[src/rtl/au_prefix_logic_pipe.sv]
// au_prefix_logic_pipe: pipelined prefix AND/OR/XOR (serial, Brent-Kung or Sklansky tree)
// with valid/ready handshake and PIPE register stages spread evenly over the tree levels.
module au_prefix_logic_pipe #(
    parameter int WIDTH = 8,
    parameter int ARCH  = 2,
    parameter int PIPE  = 1
) (
    input  logic             clk,
    input  logic             rst,
    input  logic             in_valid,
    output logic             in_ready,
    input  logic [WIDTH-1:0] pi,
    input  logic [1:0]       mode,
    input  logic             rev,
    output logic             out_valid,
    input  logic             out_ready,
    output logic [WIDTH-1:0] po,
    output logic [1:0]       mode_o,
    output logic             rev_o
);
    localparam int M = WIDTH > 1 ? $clog2(WIDTH) : 1;
    localparam int D = ARCH == 0 ? (WIDTH > 2 ? WIDTH - 1 : 1) : ARCH == 1 ? 2 * M - 1 : M;

    function automatic logic op(input logic a, input logic b, input logic [1:0] m);
        return m == 2'd1 ? a | b : m == 2'd2 ? a ^ b : a & b;
    endfunction

    function automatic logic [WIDTH-1:0] brev(input logic [WIDTH-1:0] x);
        logic [WIDTH-1:0] y;
        for (int i = 0; i < WIDTH; i++) y[i] = x[WIDTH-1-i];
        return y;
    endfunction

    // One tree level: j is the partner bit feeding black node i, -1 for a white node.
    function automatic logic [WIDTH-1:0] lvl(input logic [WIDTH-1:0] x, input int l, input logic [1:0] m);
        logic [WIDTH-1:0] y;
        int j, s;
        y = x;
        for (int i = 0; i < WIDTH; i++) begin
            s = 1 << (l <= M ? l : 2 * M - l);
            if (ARCH == 0) j = i == l ? i - 1 : -1;
            else if (ARCH == 2) j = ((i >> (l - 1)) & 1) != 0 ? ((i >> (l - 1)) << (l - 1)) - 1 : -1;
            else j = (i + 1) % s == (l <= M ? 0 : s / 2) ? i - s / 2 : -1;
            if (j >= 0) y[i] = op(x[j], x[i], m);
        end
        return y;
    endfunction

    function automatic logic [WIDTH-1:0] run(input logic [WIDTH-1:0] x, input logic [1:0] m, input int lo, input int hi);
        logic [WIDTH-1:0] y;
        y = x;
        for (int l = 1; l <= D; l++) if (l > lo && l <= hi) y = lvl(y, l, m);
        return y;
    endfunction

    logic [WIDTH-1:0] data_q [PIPE+1];
    logic [WIDTH-1:0] data_d [PIPE+1];
    logic [WIDTH-1:0] st_x   [PIPE+1];
    logic [1:0]       mode_q [PIPE+1];
    logic [1:0]       mode_d [PIPE+1];
    logic [1:0]       st_m   [PIPE+1];
    logic             rev_q  [PIPE+1];
    logic             rev_d  [PIPE+1];
    logic             st_r   [PIPE+1];
    logic             vld_q  [PIPE+1];
    logic             vld_d  [PIPE+1];
    logic             st_v   [PIPE+1];
    logic [WIDTH-1:0] t;
    logic             en;

    // Stage s evaluates tree levels (s*D/(PIPE+1), (s+1)*D/(PIPE+1)]; the last stage is the output register.
    always_comb begin
        en = !vld_q[PIPE] || out_ready;
        st_x[0] = rev ? brev(pi) : pi;
        st_m[0] = mode;
        st_r[0] = rev;
        st_v[0] = in_valid;
        for (int s = 1; s <= PIPE; s++) begin
            st_x[s] = data_q[s-1];
            st_m[s] = mode_q[s-1];
            st_r[s] = rev_q[s-1];
            st_v[s] = vld_q[s-1];
        end
        for (int s = 0; s <= PIPE; s++) begin
            t = run(st_x[s], st_m[s], s * D / (PIPE + 1), (s + 1) * D / (PIPE + 1));
            data_d[s] = en ? (s == PIPE && st_r[s] ? brev(t) : t) : data_q[s];
            mode_d[s] = en ? st_m[s] : mode_q[s];
            rev_d[s]  = en ? st_r[s] : rev_q[s];
            vld_d[s]  = en ? st_v[s] : vld_q[s];
        end
    end

    always_ff @(posedge clk) begin
        if (rst) begin
            data_q <= '{default: '0};
            mode_q <= '{default: '0};
            rev_q  <= '{default: '0};
            vld_q  <= '{default: '0};
        end else begin
            data_q <= data_d;
            mode_q <= mode_d;
            rev_q  <= rev_d;
            vld_q  <= vld_d;
        end
    end

    assign in_ready  = en;
    assign out_valid = vld_q[PIPE];
    assign po        = data_q[PIPE];
    assign mode_o    = mode_q[PIPE];
    assign rev_o     = rev_q[PIPE];
endmodule

[config.mk]
export PLATFORM = sky130hd
export DESIGN_NAME = au_prefix_logic_pipe
export DESIGN_NICKNAME = d
export VERILOG_FILES = /design/src/rtl/au_prefix_logic_pipe.sv
export SDC_FILE = /design/constraint.sdc
export NUM_CORES = 1
export LEC_CHECK = 0
export ABC_AREA = 1
export BUFFER_PORTS_ARGS = -buffer_cell sky130_fd_sc_hd__buf_2
export CORE_MARGIN = 3
export CORE_UTILIZATION = 30
export CTS_BUF_LIST = sky130_fd_sc_hd__clkbuf_2 sky130_fd_sc_hd__clkbuf_4 sky130_fd_sc_hd__clkbuf_8
export CTS_CLUSTER_SIZE = 25
export DETAILED_ROUTE_END_ITERATION = 7
export REMOVE_ABC_BUFFERS = 1
export SKIP_LAST_GASP = 1
export SLEW_MARGIN = 20
export SYNTH_ARGS = -nofsm -noshare
export SYNTH_HDL_FRONTEND = slang
export SYNTH_SLANG_ARGS = --single-unit
[constraint.sdc]
create_clock -name clk -period 2.3 [get_ports clk]
set_input_delay 0.345 -clock clk [delete_from_list [all_inputs] [get_ports clk]]
set_output_delay 0.345 -clock clk [all_outputs]
set_load 0.005 [all_outputs]
==> results.cfg, run 1 <==
[placement]
dpl_cell_area_um2 = 1850
gp_congestion = 0.817
portBuffers = 27
hpwl_mm = 2.73

[finish]
fin_nets = 306
fillers = 613
regArea_um2 = 480
multiInputGateArea_um2 = 972
n_antenna_cell = 0
stdcell_area_um2 = 1930
area_delta_synth_final_pct = 11.1
final_layout_size_suffix_gt1_share_pct = 16.8

[clock_tree]
htreeDepth = 1
clk_pin_slew_worst_paths_ns = 0.08
hold_buffers = 0
clock_path_buffers = 2
insertion_delay_ns = 0.26
clkSinkCount = 24
cts-root-buf = clkbuf_8
cts_tree = yes
ctsResizeCount = 0
numCtsBuffers = 3
cts_setup_buffers = 0

[critical_path]
critical_path.max_stage_delay_ns = 0.45
crit_top_cell = nand2_1
r2r-end = po[2]
end_kind = flip-flop
cp_slowest_cell = dfxtp_1
crit_arrival_ns = 2.20
reg2reg_depth = 14
cp_top_family = adder cells
cp_max_fo = 7
critPathKind = flip-flop to flip-flop
crit_required_ns = 2.50
crit_path_start_kind = flip-flop
r2r_start = data_q[9]
critPathBufInv = 4
r2r_setup_slack_ns = 0.30
cp_cell_sequence = inv_1 > ha_1 > inv_1 > nand2_1 > nand2_1 > nor2_4 > inv_1 > ha_1 > nand2_1 > nand2_1 > inv_1 > nand2_1 > nand2_1 > a21oi_1

[sta]
rsz0062_at_grt = no
max-slew-margin-rel_pct = 61.6
fmaxAchievable_ghz = 0.499
finalSetupViolCount = 0
slew_viol_final = 0
fin_crit_sh_pct = 87.1
final-hold-violation-count = 0
clock_skew_ns = 0.00215
worstMarginPinSlew_ns = 0.575
finalSetupTns_ns = 0
min_period_ns = 2.00

[yosys]
syn_inst = 253
yosys.area.top_type_share_pct = 27.7
synth-edff-count = 0
yosysMostFrequentCell = nand2_1
synthesis.area_um2 = 1730
synthTopCellsByCount = nand2_1 (55), inv_1 (41), o21ai_0 (31)
synth-main-ff-cell = dfxtp_1
ys_top_cells_by_area = dfxtp_1 (28%), ha_1 (16%), nand2_1 (12%)
synth-seq-cells = 24
yosysTopAreaCell = dfxtp_1
synth.distinct_cells = 21
synth-async-reset-ratio_pct = 0
avgSynthCellArea_um2 = 6.85
ys_seq_area_share_pct = 27.7
yosysWarnings = 0

[min_path]
holdCritStartpoint = rst
min_to = out_valid
hold_path.class = input pin to flip-flop
holdPathStages = 2

[global_routing]
grt_pass1_wl_mm = 6.03
grt_start_max_net_pins = 23
grt-ovfl-total = 0
grt_usage_pct = 11.1
antenna_found_initial = 0
grt_pass1_vias = 1398

[routing]
wl_mm = 3.47
drtPass1Iterations = 4
vias_per_cell = 4.43
ant_nets = 0
wl_per_cell_um = 10.2
drc = 0
drt_iter0_drc = 69
vias = 1505

[floorplanning]
rows = 27
start_util_pct = 31.3
die_w_um = 82
die_h_um = 82
die-area_um2 = 6720
io_pins = 28
coreArea_um2 = 5540

[power_and_ir_drop]
p_leak_nw = 1.02
ir_worst_vdd_mv = 0.465
power_density_nw_per_um2 = 593

[run_status]
status = finished, final reports clean

[job]
drv_cap = 0
worst register-to-register path, stage by stage (launching register included):
cell	delay, ns
dfxtp_1	0.45
inv_1	0.12
ha_1	0.29
inv_1	0.03
nand2_1	0.07
nand2_1	0.08
nor2_4	0.16
inv_1	0.08
ha_1	0.27
nand2_1	0.05
nand2_1	0.06
inv_1	0.04
nand2_1	0.05
nand2_1	0.06
a21oi_1	0.13
cell type report:
type | instances | area share (%)
timing repair buffer | 28 | 7.41
tap | 72 | 4.68
clock inverter | 1 | 1.56
multi-input combinational | 167 | 50.5
clock buffer | 3 | 2.14
inverter | 45 | 8.77
sequential | 24 | 25.0
registers in the layout (all words and copies together), names as in the netlist:
| signal | cells |
|---|---|
| st_v | 1 |
| out_valid | 1 |
| mode_o | 2 |
| data_q | 8 |
| po | 8 |
| mode_q | 2 |
| rev_q | 1 |
| rev_o | 1 |
stage by stage:
step | setup WS [ns] | hold WS (ns) | util, % | total power (W) | instances
final | 0.296 | 0.265 | 34.8 | 0.00114 | 340
after global routing | 0.0402 | 0.256 | 34.8 | 0.00123 | 340
after CTS | 0.274 | 0.255 | 34.8 | 0.00115 | 340
after detailed placement | 0.297 | 0.446 | 33.5 | 0.000787 | 336
after global placement | 0.367 | 0.441 | 33.5 | 0.000780 | 336
after floorplan | 0.484 | 0.414 | - | 0.000690 | 236
cells by family after synthesis:
kind of cell               after synthesis  synth area share, %
buffers and inverters                   62                 16.2
and+or+nand+nor                         84                 21.4
adders and majority gates               22                 15.9
AOI/OAI and AO/OA                       61                 18.8
DFF                                     24                 27.7
power by group:
part | switching (W) | total (W) | internal, W
clock network | 0.000134 | 0.000366 | 0.000232
logic | 0.000179 | 0.000292 | 0.000113
registers | 0.0000280 | 0.000484 | 0.000455
total | 0.000341 | 0.00114 | 0.000801
routing by layer:
layer,vias up,wire length (um),GRT usage (%)
met3,2,124,1.86
met5,-,0,0
met2,29,1560,18.7
li1,827,-,-
met1,647,1780,15.0
met4,0,8,1.50
cells in the final DEF (no fill, tap or decap):
cell type | netlist | layout
a21oi_1 | 24 | 24
buf_2 | 2 | 27
buf_4 | 10 | 1
bufinv_16 | 0 | 1
clkbuf_8 | 0 | 3
dfxtp_1 | 24 | 24
ha_1 | 22 | 22
inv_1 | 41 | 41
inv_2 | 4 | 4
nand2_1 | 55 | 55
nand2_2 | 2 | 2
nand2_4 | 1 | 1
nand3_1 | 13 | 13
nor2_1 | 6 | 6
nor2_2 | 2 | 2
nor2_4 | 2 | 2
o21ai_0 | 31 | 31
o21bai_1 | 2 | 2
o221ai_1 | 4 | 4
or2_1 | 1 | 1
or2_2 | 2 | 2
worst max path at each step:
| stage | startpoint | to | slack (ns) | cells after the start |
|---|---|---|---|---|
| finish | data_q[9] | po[2] | 0.30 | 14 |
| detailed placement | data_q[9] | po[2] | 0.30 | 14 |
| global placement | data_q[9] | po[5] | 0.37 | 14 |
| floorplan | data_q[9] | po[4] | 0.48 | 14 |
| global route | data_q[9] | po[4] | 0.04 | 14 |
| CTS | data_q[9] | po[2] | 0.27 | 14 |
No activity file was read; power rests on OpenSTA's default activity.
==> run 2, diff against run 1 <==
--- a/config.mk
+++ b/config.mk
@@ -7,11 +7,15 @@
 export LEC_CHECK = 0
 export ABC_AREA = 1
 export BUFFER_PORTS_ARGS = -buffer_cell sky130_fd_sc_hd__buf_2
+export CELL_PAD_IN_SITES_DETAIL_PLACEMENT = 2
+export CELL_PAD_IN_SITES_GLOBAL_PLACEMENT = 2
 export CORE_MARGIN = 3
 export CORE_UTILIZATION = 30
 export CTS_BUF_LIST = sky130_fd_sc_hd__clkbuf_2 sky130_fd_sc_hd__clkbuf_4 sky130_fd_sc_hd__clkbuf_8
 export CTS_CLUSTER_SIZE = 25
 export DETAILED_ROUTE_END_ITERATION = 7
+export GPL_TIMING_DRIVEN = 0
+export PLACE_DENSITY_LB_ADDON = 0.1
 export REMOVE_ABC_BUFFERS = 1
 export SKIP_LAST_GASP = 1
 export SLEW_MARGIN = 20
==> run 2 against run 1 <==
Die area unchanged. Worst setup slack got worse by 0.053 ns. First-iteration DRC count decreased by 16%. Largest cell class unchanged. Largest power group unchanged.
==> results.cfg, run 2 (synthesis results as in run 1) <==
[run_status]
status = finished, final reports clean

[clock_tree]
numCtsBuffers = 3
insertion_delay_ns = 0.27
cts_tree = yes
cts-root-buf = clkbuf_8
clk_pin_slew_worst_paths_ns = 0.09
htreeDepth = 1
clock_path_buffers = 2
hold_buffers = 0
clkSinkCount = 24

[sta]
slew_viol_final = 0
rsz0062_at_grt = yes
final-hold-violation-count = 0
worstMarginPinSlew_ns = 0.606
whs_ns = 0.247
max-slew-margin-rel_pct = 59.4
finalSetupTns_ns = 0
fin_ws_ns = 0.244
fmaxAchievable_ghz = 0.486
min_period_ns = 2.06
fin_crit_sh_pct = 89.4
finalSetupViolCount = 0
clock_skew_ns = 0.00804

[routing]
drt_iter0_drc = 58
drc = 0
vias_per_cell = 4.76
drtPass1Iterations = 4
wl_mm = 4.66
highest_layer = met4
wl_per_cell_um = 13.6
wl_met1_mm = 2.11
vias = 1632
wl_met3_um = 158
wl_met2_mm = 2.34
ant_nets = 0

[finish]
final_common_cell = nand2_1
n_antenna_cell = 0
stdcell_area_um2 = 1950
final_cell_mix = nand2_1 (55), inv_1 (40), o21ai_0 (31), buf_2 (27), a21oi_1 (24)
regArea_um2 = 482
multiInputGateArea_um2 = 972
area_delta_synth_final_pct = 12.6
final_layout_size_suffix_gt1_share_pct = 18.5
fin_nets = 309
fillers = 706

[critical_path]
crit_path_start_kind = flip-flop
critPathKind = flip-flop to flip-flop
cp_max_fo = 7
end_kind = flip-flop
crit_required_ns = 2.46
crit_arrival_ns = 2.22

[global_routing]
antenna_found_initial = 0
grt_pass1_wl_mm = 7.76
grt_pass1_vias = 1637
grt-ovfl-total = 0
grt_start_max_net_pins = 33
grt_usage_pct = 14.6

[placement]
hpwl_mm = 3.53
portBuffers = 27
dpl_cell_area_um2 = 1850
dp_slack_ns = 0.0892
gp_congestion = 0.756

[floorplanning]
io_pins = 28
die_w_um = 82
die_h_um = 82
rows = 27
start_util_pct = 31.3
die-area_um2 = 6720
coreArea_um2 = 5540

[job]
drv_cap = 0

[power_and_ir_drop]
p_leak_nw = 1.02
power_density_nw_per_um2 = 603
ir_worst_vdd_mv = 0.242

[min_path]
hold_path.class = input pin to flip-flop
[run 2: worst max-delay path, cell delays in order (launching register included)]
cell     delay (ns)
dfxtp_2        0.41
inv_1          0.11
ha_1           0.30
inv_1          0.04
nand2_1        0.08
nand2_1        0.09
nor2_4         0.18
inv_1          0.08
ha_1           0.27
nand2_1        0.07
nand2_1        0.05
inv_1          0.06
nand2_1        0.05
nand2_1        0.10
a21oi_1        0.07
[run 2: path summary, 6_finish.rpt]
path                                start        end  slack (ns)  cells after the start
worst max register to register  data_q[9]      po[5]        0.24                     14
worst min register to register    st_v[0]  out_valid        0.47                      2
worst min-delay path                  rst  out_valid        0.25                      2
worst max-delay path            data_q[9]      po[5]        0.24                     14
[run 2: routing by layer]
layer,global-route usage (%),vias up
li1,-,829
met1,18.8,771
met2,25.8,28
met3,1.75,4
met4,3.49,0
met5,0,-
[run 2: metrics by stage]
step                      total power [W]  instances  util (%)
final                             0.00118        343      35.2
after global routing              0.00128        343      35.2
after CTS                         0.00120        339      34.6
after detailed placement         0.000807        335      33.3
after global placement           0.000791        335      33.3
after floorplan                  0.000690        236         -
[run 2: what timing repair did]
action | CTS | global route
endpoints found under the setup margin | 0 | 4
setup buffers | 0 | 3
gates resized for setup | 0 | 2
[run 2: cell type report]
type / instances / area share, %
Timing Repair inverter: 1 / 0.257
Tap cell: 72 / 4.62
Inverter: 45 / 8.85
Clock buffer: 3 / 2.12
Timing Repair Buffer: 30 / 8.08
Multi-Input combinational cell: 167 / 49.8
Sequential cell: 24 / 24.7
Clock inverter: 1 / 1.54
[run 2: power by group]
group / switching [W] / leakage [nW] / internal (W)
combinational: 0.000194 / 0.789 / 0.000117
clock: 0.000146 / 0.0357 / 0.000233
sequential: 0.0000291 / 0.200 / 0.000456
total: 0.000370 / 1.02 / 0.000806
==> run 3, diff against run 2 <==
--- a/config.mk
+++ b/config.mk
@@ -5,7 +5,7 @@
 export SDC_FILE = /design/constraint.sdc
 export NUM_CORES = 1
 export LEC_CHECK = 0
-export ABC_AREA = 1
+export ABC_AREA = 0
 export BUFFER_PORTS_ARGS = -buffer_cell sky130_fd_sc_hd__buf_2
 export CELL_PAD_IN_SITES_DETAIL_PLACEMENT = 2
 export CELL_PAD_IN_SITES_GLOBAL_PLACEMENT = 2
==> run 3 against run 2 <==
Final area rose by 7.4%. Die area rose by 6.4%. Total power up 1.9%. Sequential power up 2%. Area after synthesis up 6.9%. Cell count shrank 11%. Sequential share of layout area is 1.1 points lower. Critical path type unchanged. Critical endpoint is now po[2].
==> results.cfg, run 3 <==
[floorplanning]
die-area_um2 = 7150
die_w_um = 84.6
io_pins = 28
rows = 27
start_util_pct = 32.2
coreArea_um2 = 5740
die_h_um = 84.6

[critical_path]
cp_top_family = multiplexers
critPathBufInv = 1
end_kind = flip-flop
cp_max_fo = 4
cp_slowest_cell = mux4_2
critPathKind = flip-flop to flip-flop
crit_required_ns = 2.50
cp_cell_sequence = inv_2 > ha_4 > mux2i_2 > mux2_4 > ha_1 > a21oi_1 > mux4_2 > a211oi_2
crit_path_start_kind = flip-flop
critical_path.max_stage_delay_ns = 0.50
crit_arrival_ns = 2.43

[routing]
vias_per_cell = 5.27
drc = 0
drtPass1Iterations = 4
ant_nets = 0
drt_iter0_drc = 88
wl_per_cell_um = 16.7
vias = 1603
wl_mm = 5.08

[yosys]
avgSynthCellArea_um2 = 8.38
synthTopCellsByCount = dfxtp_1 (24), nand2_1 (23), ha_1 (22)
yosysMostFrequentCell = dfxtp_1
syn_inst = 221
synth-edff-count = 0
yosysTopAreaCell = dfxtp_1
synth-seq-cells = 24
synth-async-reset-ratio_pct = 0
ys_top_cells_by_area = dfxtp_1 (26%), ha_1 (15%), mux2i_1 (9.2%)
yosysWarnings = 0
synth-main-ff-cell = dfxtp_1
synth.distinct_cells = 26
ys_seq_area_share_pct = 25.9
yosys.area.top_type_share_pct = 25.9
synthesis.area_um2 = 1850

[power_and_ir_drop]
p_comb_share_pct = 26.2
pwr-share-clk_pct = 32.6
p_switching_w = 0.000363
seq_power_share_pct = 41.2
ir_worst_vdd_mv = 0.224
power_density_nw_per_um2 = 571
p_sw_share_pct = 30.3
internal-power_w = 0.000835
finalPower_w = 0.00120
p_leak_nw = 0.936

[sta]
final-hold-violation-count = 0
clock_skew_ns = 0.00257
max-slew-margin-rel_pct = 64.7
rsz0062_at_grt = yes
fin_crit_sh_pct = 96.7
worstMarginPinSlew_ns = 0.528
fin_ws_ns = 0.0761
whs_ns = 0.312
slew_viol_final = 0
finalSetupViolCount = 0
fmaxAchievable_ghz = 0.450
min_period_ns = 2.22

[finish]
final_layout_size_suffix_gt1_share_pct = 27.2
n_antenna_cell = 0
fin_cells = 304
fin_nets = 270
area_delta_synth_final_pct = 13.2
final_cell_mix = buf_2 (27), nand2_1 (23), ha_1 (19), dfxtp_1 (19)
final_common_cell = buf_2
final_util_pct = 36.5
fillers = 690

[clock_tree]
htreeDepth = 1
clock_path_buffers = 2
clkSinkCount = 24
insertion_delay_ns = 0.27
clk_pin_slew_worst_paths_ns = 0.10
numCtsBuffers = 3
cts-root-buf = clkbuf_8
cts_tree = yes

[job]
drv_cap = 0

[placement]
gp_congestion = 0.712
dp.cells = 295
portBuffers = 27
hpwl_mm = 3.56
dp_slack_ns = -0.646

[global_routing]
grt_start_max_net_pins = 26
grt-ovfl-total = 0
antenna_found_initial = 0
grt_usage_pct = 14.6
grt_pass1_vias = 1719
grt_pass1_wl_mm = 8.58

[run_status]
status = finished, final reports clean

[min_path]
hold_path.class = input pin to flip-flop
run 3: cell count changes in the layout (fill, tap and decap cells not counted), sizes merged, moves of 6 or more:
cell    previous run  this run
nand2             58        23
nand3             13         4
nor2b              0         6
a21oi             24        17
inv               44        20
o21ai             31         5
nor2              10        17
a211oi             0        15
mux2i              0        17
run 3: worst register-to-register path, stage by stage, from the launching register on:
cell,delay [ns]
dfxtp_4,0.38
inv_2,0.07
ha_4,0.27
mux2i_2,0.08
mux2_4,0.28
ha_1,0.27
a21oi_1,0.08
mux4_2,0.50
a211oi_2,0.21
run 3: area by class of cell:
type | count | area (um^2) | share of cell area [%]
multi-input cells | 151 | 1180 | 56.5
flip-flops and latches | 24 | 494 | 23.6
inverters | 21 | 82.6 | 3.94
repair inverters | 1 | 7.51 | 0.358
clock buffers | 3 | 41.3 | 1.97
clock inverters | 1 | 30.0 | 1.43
repair buffers | 31 | 165 | 7.88
well taps | 72 | 90.1 | 4.30
run 3: cell families (layout without fill, tap and decap cells):
logic type / Yosys count / count (layout) / synth area share (%)
simple gates: 58 / 58 / 13.9
flops: 24 / 24 / 25.9
fa+ha+maj: 22 / 22 / 14.9
mux: 25 / 25 / 16.5
buf+inv: 46 / 57 / 12.0
compound gates: 46 / 46 / 16.8
run 3: per-stage QoR:
stage          cell area, um^2  setup TNS, ns
2_1_floorplan             1710              0
3_3_place_gp              1930          -8.67
3_5_place_dp              1930         -11.22
4_1_cts                   2070              0
5_1_grt                   2100        -0.0457
6_report                  2100              0
run 3: path summary, 6_finish.rpt:
kind                            slack [ns]        end  startpoint  depth (start not counted)
worst max-delay path                  0.08      po[2]   data_q[9]                          8
worst min-delay path                  0.31    st_v[0]    in_valid                          3
worst max register to register        0.08      po[2]   data_q[9]                          8
worst min register to register        0.46  mode_o[1]   mode_o[1]                          2
run 3: power groups by stage:
stage	Clock, W	Combinational (W)	Sequential [W]
final	0.000390	0.000314	0.000493
after global routing	0.000424	0.000356	0.000502
after CTS	0.000405	0.000317	0.000494
after detailed placement	0	0.000295	0.000503
after global placement	0	0.000272	0.000498
after floorplan	0	0.000194	0.000491
run 3: repair_timing:
action | in CTS | in global routing
buffers inserted | 2 | 2
cloned | 1 | 0
hold buffers | 0 | 0
gates resized for setup | 16 | 5
setup endpoints to repair | 23 | 14
pin swaps | 1 | 3
run 3: routing by layer:
layer	part of all wire [%]	global-route usage, %	vias to the layer above
met1	44	17.3	805
met3	2.3	1.67	2
met5	0	0	-
met4	0.83	3.88	0
met2	53	27.5	22
li1	-	-	774
